[src/rtl/apb_cmd_pkg.sv]
// Shared definitions for the APB command master: FSM state encoding and
// default parameter values.
package apb_cmd_pkg;

  typedef enum logic [1:0] {
    IDLE   = 2'd0,
    SETUP  = 2'd1,
    ACCESS = 2'd2,
    RESP   = 2'd3
  } state_e;

  localparam int BW_ADDR_DEF        = 32;
  localparam int BW_DATA_DEF        = 32;
  localparam int TIMEOUT_CYCLES_DEF = 256;
  localparam int BW_TIMEOUT_DEF     = 16;

endpackage

[src/rtl/apb_cmd_master.sv]
// Single-outstanding APB3 requester: turns a valid/ready command into one
// SETUP/ACCESS transfer and returns a buffered response, with ACCESS timeout.
module apb_cmd_master
  import apb_cmd_pkg::*;
#(
  parameter int BW_ADDR        = BW_ADDR_DEF,
  parameter int BW_DATA        = BW_DATA_DEF,
  parameter int TIMEOUT_CYCLES = TIMEOUT_CYCLES_DEF,
  parameter int BW_TIMEOUT     = BW_TIMEOUT_DEF
) (
  input  logic               clk,
  input  logic               rst,
  // command channel
  input  logic               req_valid,
  output logic               req_ready,
  input  logic               req_write,
  input  logic [BW_ADDR-1:0] req_addr,
  input  logic [BW_DATA-1:0] req_wdata,
  // response channel
  output logic               resp_valid,
  input  logic               resp_ready,
  output logic [BW_DATA-1:0] resp_rdata,
  output logic               resp_err,
  output logic               resp_timeout,
  // APB3 requester
  output logic               spsel,
  output logic               spenable,
  output logic               spwrite,
  output logic [BW_ADDR-1:0] spaddr,
  output logic [BW_DATA-1:0] spwdata,
  input  logic [BW_DATA-1:0] sprdata,
  input  logic               spready,
  input  logic               spslverr
);

  localparam bit                    TO_EN    = (TIMEOUT_CYCLES != 0);
  localparam logic [BW_TIMEOUT-1:0] TO_LIMIT =
    BW_TIMEOUT'((TIMEOUT_CYCLES == 0) ? 0 : TIMEOUT_CYCLES - 1);
  localparam logic [BW_TIMEOUT-1:0] CNT_MAX  = '1;

  state_e                state, state_nxt;
  logic [BW_TIMEOUT-1:0] to_cnt;
  logic                  to_hit;

  // Abort only while the slave is still stalling; a late spready wins.
  assign to_hit = TO_EN && (to_cnt == TO_LIMIT) && !spready;

  // NOTE: sequential state uses non-blocking assignments so every register
  // samples pre-edge values regardless of process evaluation order.
  always_ff @(posedge clk or posedge rst) begin
    if (rst) state <= IDLE;
    else     state <= state_nxt;
  end

  // NOTE: next_state gets a default before the case so no path leaves it
  // unassigned, which would otherwise infer a latch.
  always_comb begin
    state_nxt = state;
    unique case (state)
      IDLE:    if (req_valid)           state_nxt = SETUP;
      SETUP:                            state_nxt = ACCESS;
      ACCESS:  if (spready || to_hit)   state_nxt = RESP;
      RESP:    if (resp_ready)          state_nxt = IDLE;
      default:                          state_nxt = IDLE;
    endcase
  end

  // Handshake and bus phase signals decode straight from the state register.
  assign req_ready  = (state == IDLE);
  assign spsel      = (state == SETUP) || (state == ACCESS);
  assign spenable   = (state == ACCESS);
  assign resp_valid = (state == RESP);

  // Command capture doubles as the APB address/control/data drivers, so they
  // stay stable through SETUP and ACCESS and hold their value afterwards.
  always_ff @(posedge clk or posedge rst) begin
    if (rst) begin
      spwrite <= 1'b0;
      spaddr  <= '0;
      spwdata <= '0;
    end else if (state == IDLE && req_valid) begin
      spwrite <= req_write;
      spaddr  <= req_addr;
      spwdata <= req_wdata;
    end
  end

  always_ff @(posedge clk or posedge rst) begin
    if (rst) begin
      to_cnt <= '0;
    end else if (state == SETUP) begin
      to_cnt <= '0;
    end else if (state == ACCESS && !spready && to_cnt != CNT_MAX) begin
      to_cnt <= to_cnt + 1'b1;
    end
  end

  // Response is captured on the ACCESS exit cycle and held through RESP.
  always_ff @(posedge clk or posedge rst) begin
    if (rst) begin
      resp_rdata   <= '0;
      resp_err     <= 1'b0;
      resp_timeout <= 1'b0;
    end else if (state == ACCESS) begin
      if (spready) begin
        resp_rdata   <= spwrite ? '0 : sprdata;
        resp_err     <= spslverr;
        resp_timeout <= 1'b0;
      end else if (to_hit) begin
        resp_rdata   <= '0;
        resp_err     <= 1'b1;
        resp_timeout <= 1'b1;
      end
    end
  end

endmodule

[config.mk]
export PLATFORM = sky130hd
export DESIGN_NAME = apb_cmd_master
export DESIGN_NICKNAME = d
export VERILOG_FILES = /design/src/rtl/apb_cmd_pkg.sv /design/src/rtl/apb_cmd_master.sv
export SDC_FILE = /design/constraint.sdc
export NUM_CORES = 1
export LEC_CHECK = 0
export CORE_UTILIZATION = 25
export CTS_CLUSTER_DIAMETER = 80
export DETAILED_ROUTE_END_ITERATION = 10
export PLACE_DENSITY = 0.54
export SLEW_MARGIN = 30
export SYNTH_ARGS = -nofsm -noshare
export SYNTH_HDL_FRONTEND = slang
export SYNTH_SLANG_ARGS = --single-unit
[constraint.sdc]
create_clock -name clk -period 10.45 [get_ports clk]
set_clock_uncertainty 0.1 [all_clocks]
set_input_delay 2.09 -clock clk [delete_from_list [all_inputs] [get_ports clk]]
set_output_delay 2.09 -clock clk [all_outputs]
set_load 0.01 [all_outputs]
==> flow_summary.ini <==
[clock_tree]
numCtsBuffers = 17
htree_levels = 4
clk_pin_slew_ns = 0.05
cts_resized = 0
cts_tree = done
cts_sinks = 117
post_cts_buffers = 0
cts_hold_buf = 0
clock_latency_ns = 0.41
cts.path.max_buffers = 2
root_buffer = clkbuf_16

[synth]
syn_nets = 448
yosys.area.top_type = dfrtp_1
ys_warn_count = 0
postSynthCellCount = 340
avgSynthCellArea_sq_um = 13.8
ys_ff_latch = 117
synth_edf_count = 0
syn_area_sq_um = 4700
yosys-top-cells-area = dfrtp_1, mux2_2, a22o_1, a21oi_1, ha_1
synth_top_area_frac = 0.623
synth_cell_types = 34
ys_dominant_reg_cell = dfrtp_1
synth_seq_area_share = 0.623
async_flop_share = 1.00

[grt]
grt.busiest_layer = met2
grt_pass1_wl_um = 21000
grt_usage = 0.140
grt_overflow_total = 0
grtUsageMet2 = 0.230
grt_use_met1 = 0.154
grt_pass1_vias = 3996
grt_start_max_net_pins = 64
antenna_found_initial = 0
use_met3 = 0.0677

[setup_path]
cp-start-kind = flop
timing.rr.start = state[0]
cp.required_ns = 8.26
rr_endpoint = to_cnt[9]
critPathMaxFanout = 10
worstSetupPathType = flop to output pin
arrival_ns = 1.98
r2r_cells = 6
end_kind = output pin
r2r_slack_ns = 7.88

[timing]
setup_slack_ns = 6.28
relSlewSlack = 0.451
fin_crit_ns = 4.17
slew_viol_final = 0
worst_pin_slew_ns = 0.817
final_hold_viol_count = 0
timing.final.crit_share = 0.399
grt_setup_unrepaired = false
max_freq_mhz = 240
fin_tns_setup_ns = 0
setup_viol = 0

[route]
vias = 3629
drt_iter0_drc = 162
wl_per_cell_um = 16.3
drc = 8
dr.pass1.iters = 8
vias_per_cell = 4.61
wl_um = 12900
ant_nets = 0

[min_path]
hp-start = resp_rdata[27]
worst_hold_path.endpoint = resp_rdata[27]
hold_depth = 1
min-delay-path-class = flop to flop

[place]
placed_cells = 758
dp_hpwl_um = 8940
io_buffers = 205
post-place-ws_ns = 6.21
place_congestion = 0.778

[floorplanning]
fp-row-count = 49
die-area_sq_um = 19400
die_width_um = 139
die_h_um = 139
core_area_sq_um = 18200
initial_core_util = 0.258
pin_count = 206

[final_layout]
drive_above_1_share = 0.190
fillers = 1684
finalNonFillerCells = 788
antennaDiodeCount = 0
synthToLayoutAreaGrowth_pct = 60.7
fin_nets = 656

[outcome]
violations = design-rule violations
outcome = complete, but fails checks

[power]
power_density_nw_per_um2 = 290
leakage_uw = 0.00317
ir_worst_vdd_uv = 146

[run]
drv_cap = 0
worst max-delay path, stage by stage, from the launching register on:
cell	delay, ns
dfrtp_1	0.41
inv_1	0.09
ha_1	0.43
clkdlybuf4s50_1	0.64
kinds of logic (layout without fill, tap and decap cells):
group / Yosys count / after routing / share of synthesized area
AO/OA/AOI/OAI: 67 / 67 / 0.109
flip-flops: 117 / 117 / 0.623
buffers and inverters: 27 / 246 / 0.0232
AND/OR/NAND/NOR: 56 / 56 / 0.0689
multiplexers: 68 / 68 / 0.163
adder cells (fa/ha/maj): 5 / 5 / 0.0133
worst max-delay path by stage:
stage | from | to | cells past startpoint
after CTS | state[0] | spenable | 3
after global placement | spready | to_cnt[9] | 5
after floorplan | rst | resp_err | 1
after detailed placement | spready | to_cnt[9] | 5
after global routing | state[0] | spenable | 3
final | state[0] | spenable | 3
placed cells by master, fill, tap and decap left out, types with 3 or more instances in the layout:
cell and n:
nand3_1 8, nand4_1 4, or4_1 7, nand2_1 9, nor2_1 5, a211oi_1 3, inv_1 8, ha_1 5
o21ai_0 4, clkinv_2 6, or3_1 5, clkbuf_16 17, clkbuf_8 3, nor4_1 4, o21a_1 3, clkinvlp_4 3
a22o_1 32, dfrtp_1 117, clkdlybuf4s50_1 205, o31ai_1 5, mux2_2 67, a21oi_1 13
metal layers:
metal | vias up | routed length (um)
met2 | 138 | 6350
met1 | 1792 | 5000
met4 | 0 | 306
met3 | 23 | 1200
met5 | - | 0
li1 | 1676 | -
synth_stat cells, types with 3 or more instances:
| master | instances |
|---|---|
| dfrtp_1 | 117 |
| mux2_2 | 67 |
| a22o_1 | 32 |
| a21oi_1 | 13 |
| clkbuf_1 | 12 |
| nand2_1 | 11 |
| inv_1 | 9 |
| nand3_1 | 8 |
| or4_1 | 7 |
| nor2_1 | 6 |
| buf_2 | 5 |
| ha_1 | 5 |
| o31ai_1 | 5 |
| or3_1 | 5 |
| nand4_1 | 4 |
| nor4_1 | 4 |
| o21ai_0 | 4 |
| a211oi_1 | 3 |
| o21a_1 | 3 |
power breakdown:
part	leakage [uW]	internal, uW	switching [uW]	total (uW)
registers	0.00146	649	105	754
clock network	0.000269	340	202	541
logic	0.00144	551	346	897
total	0.00317	1540	653	2190
state kept, by name, indices dropped and copies added (netlist names):
| name | cells |
|---|---|
| resp_rdata | 32 |
| spaddr | 32 |
| spwdata | 32 |
| to_cnt | 16 |
| state | 2 |
| resp_err | 1 |
| resp_timeout | 1 |
| spwrite | 1 |
stage by stage:
| step | hold WS (ns) | total power, uW | util | cell area (sq um) |
|---|---|---|---|---|
| detailed placement | 0.385 | 1670 | 0.385 | 7000 |
| finish | 0.392 | 2190 | 0.415 | 7550 |
| floorplan | 0.426 | 1150 | - | 4700 |
| global placement | 0.385 | 1650 | 0.384 | 6990 |
| CTS | 0.400 | 2230 | 0.415 | 7550 |
| global route | 0.406 | 2320 | 0.415 | 7550 |
cell type report:
cell class,instances,area [sq um],area share
sequential,117,2930,0.388
timing repair buffer,207,2070,0.274
multi-input combinational,196,1690,0.223
clock buffer,20,467,0.0618
tap,229,287,0.0379
clock inverter,10,82.6,0.0109
inverter,9,36.3,0.00480
No activity file was read; power rests on OpenSTA's default activity.
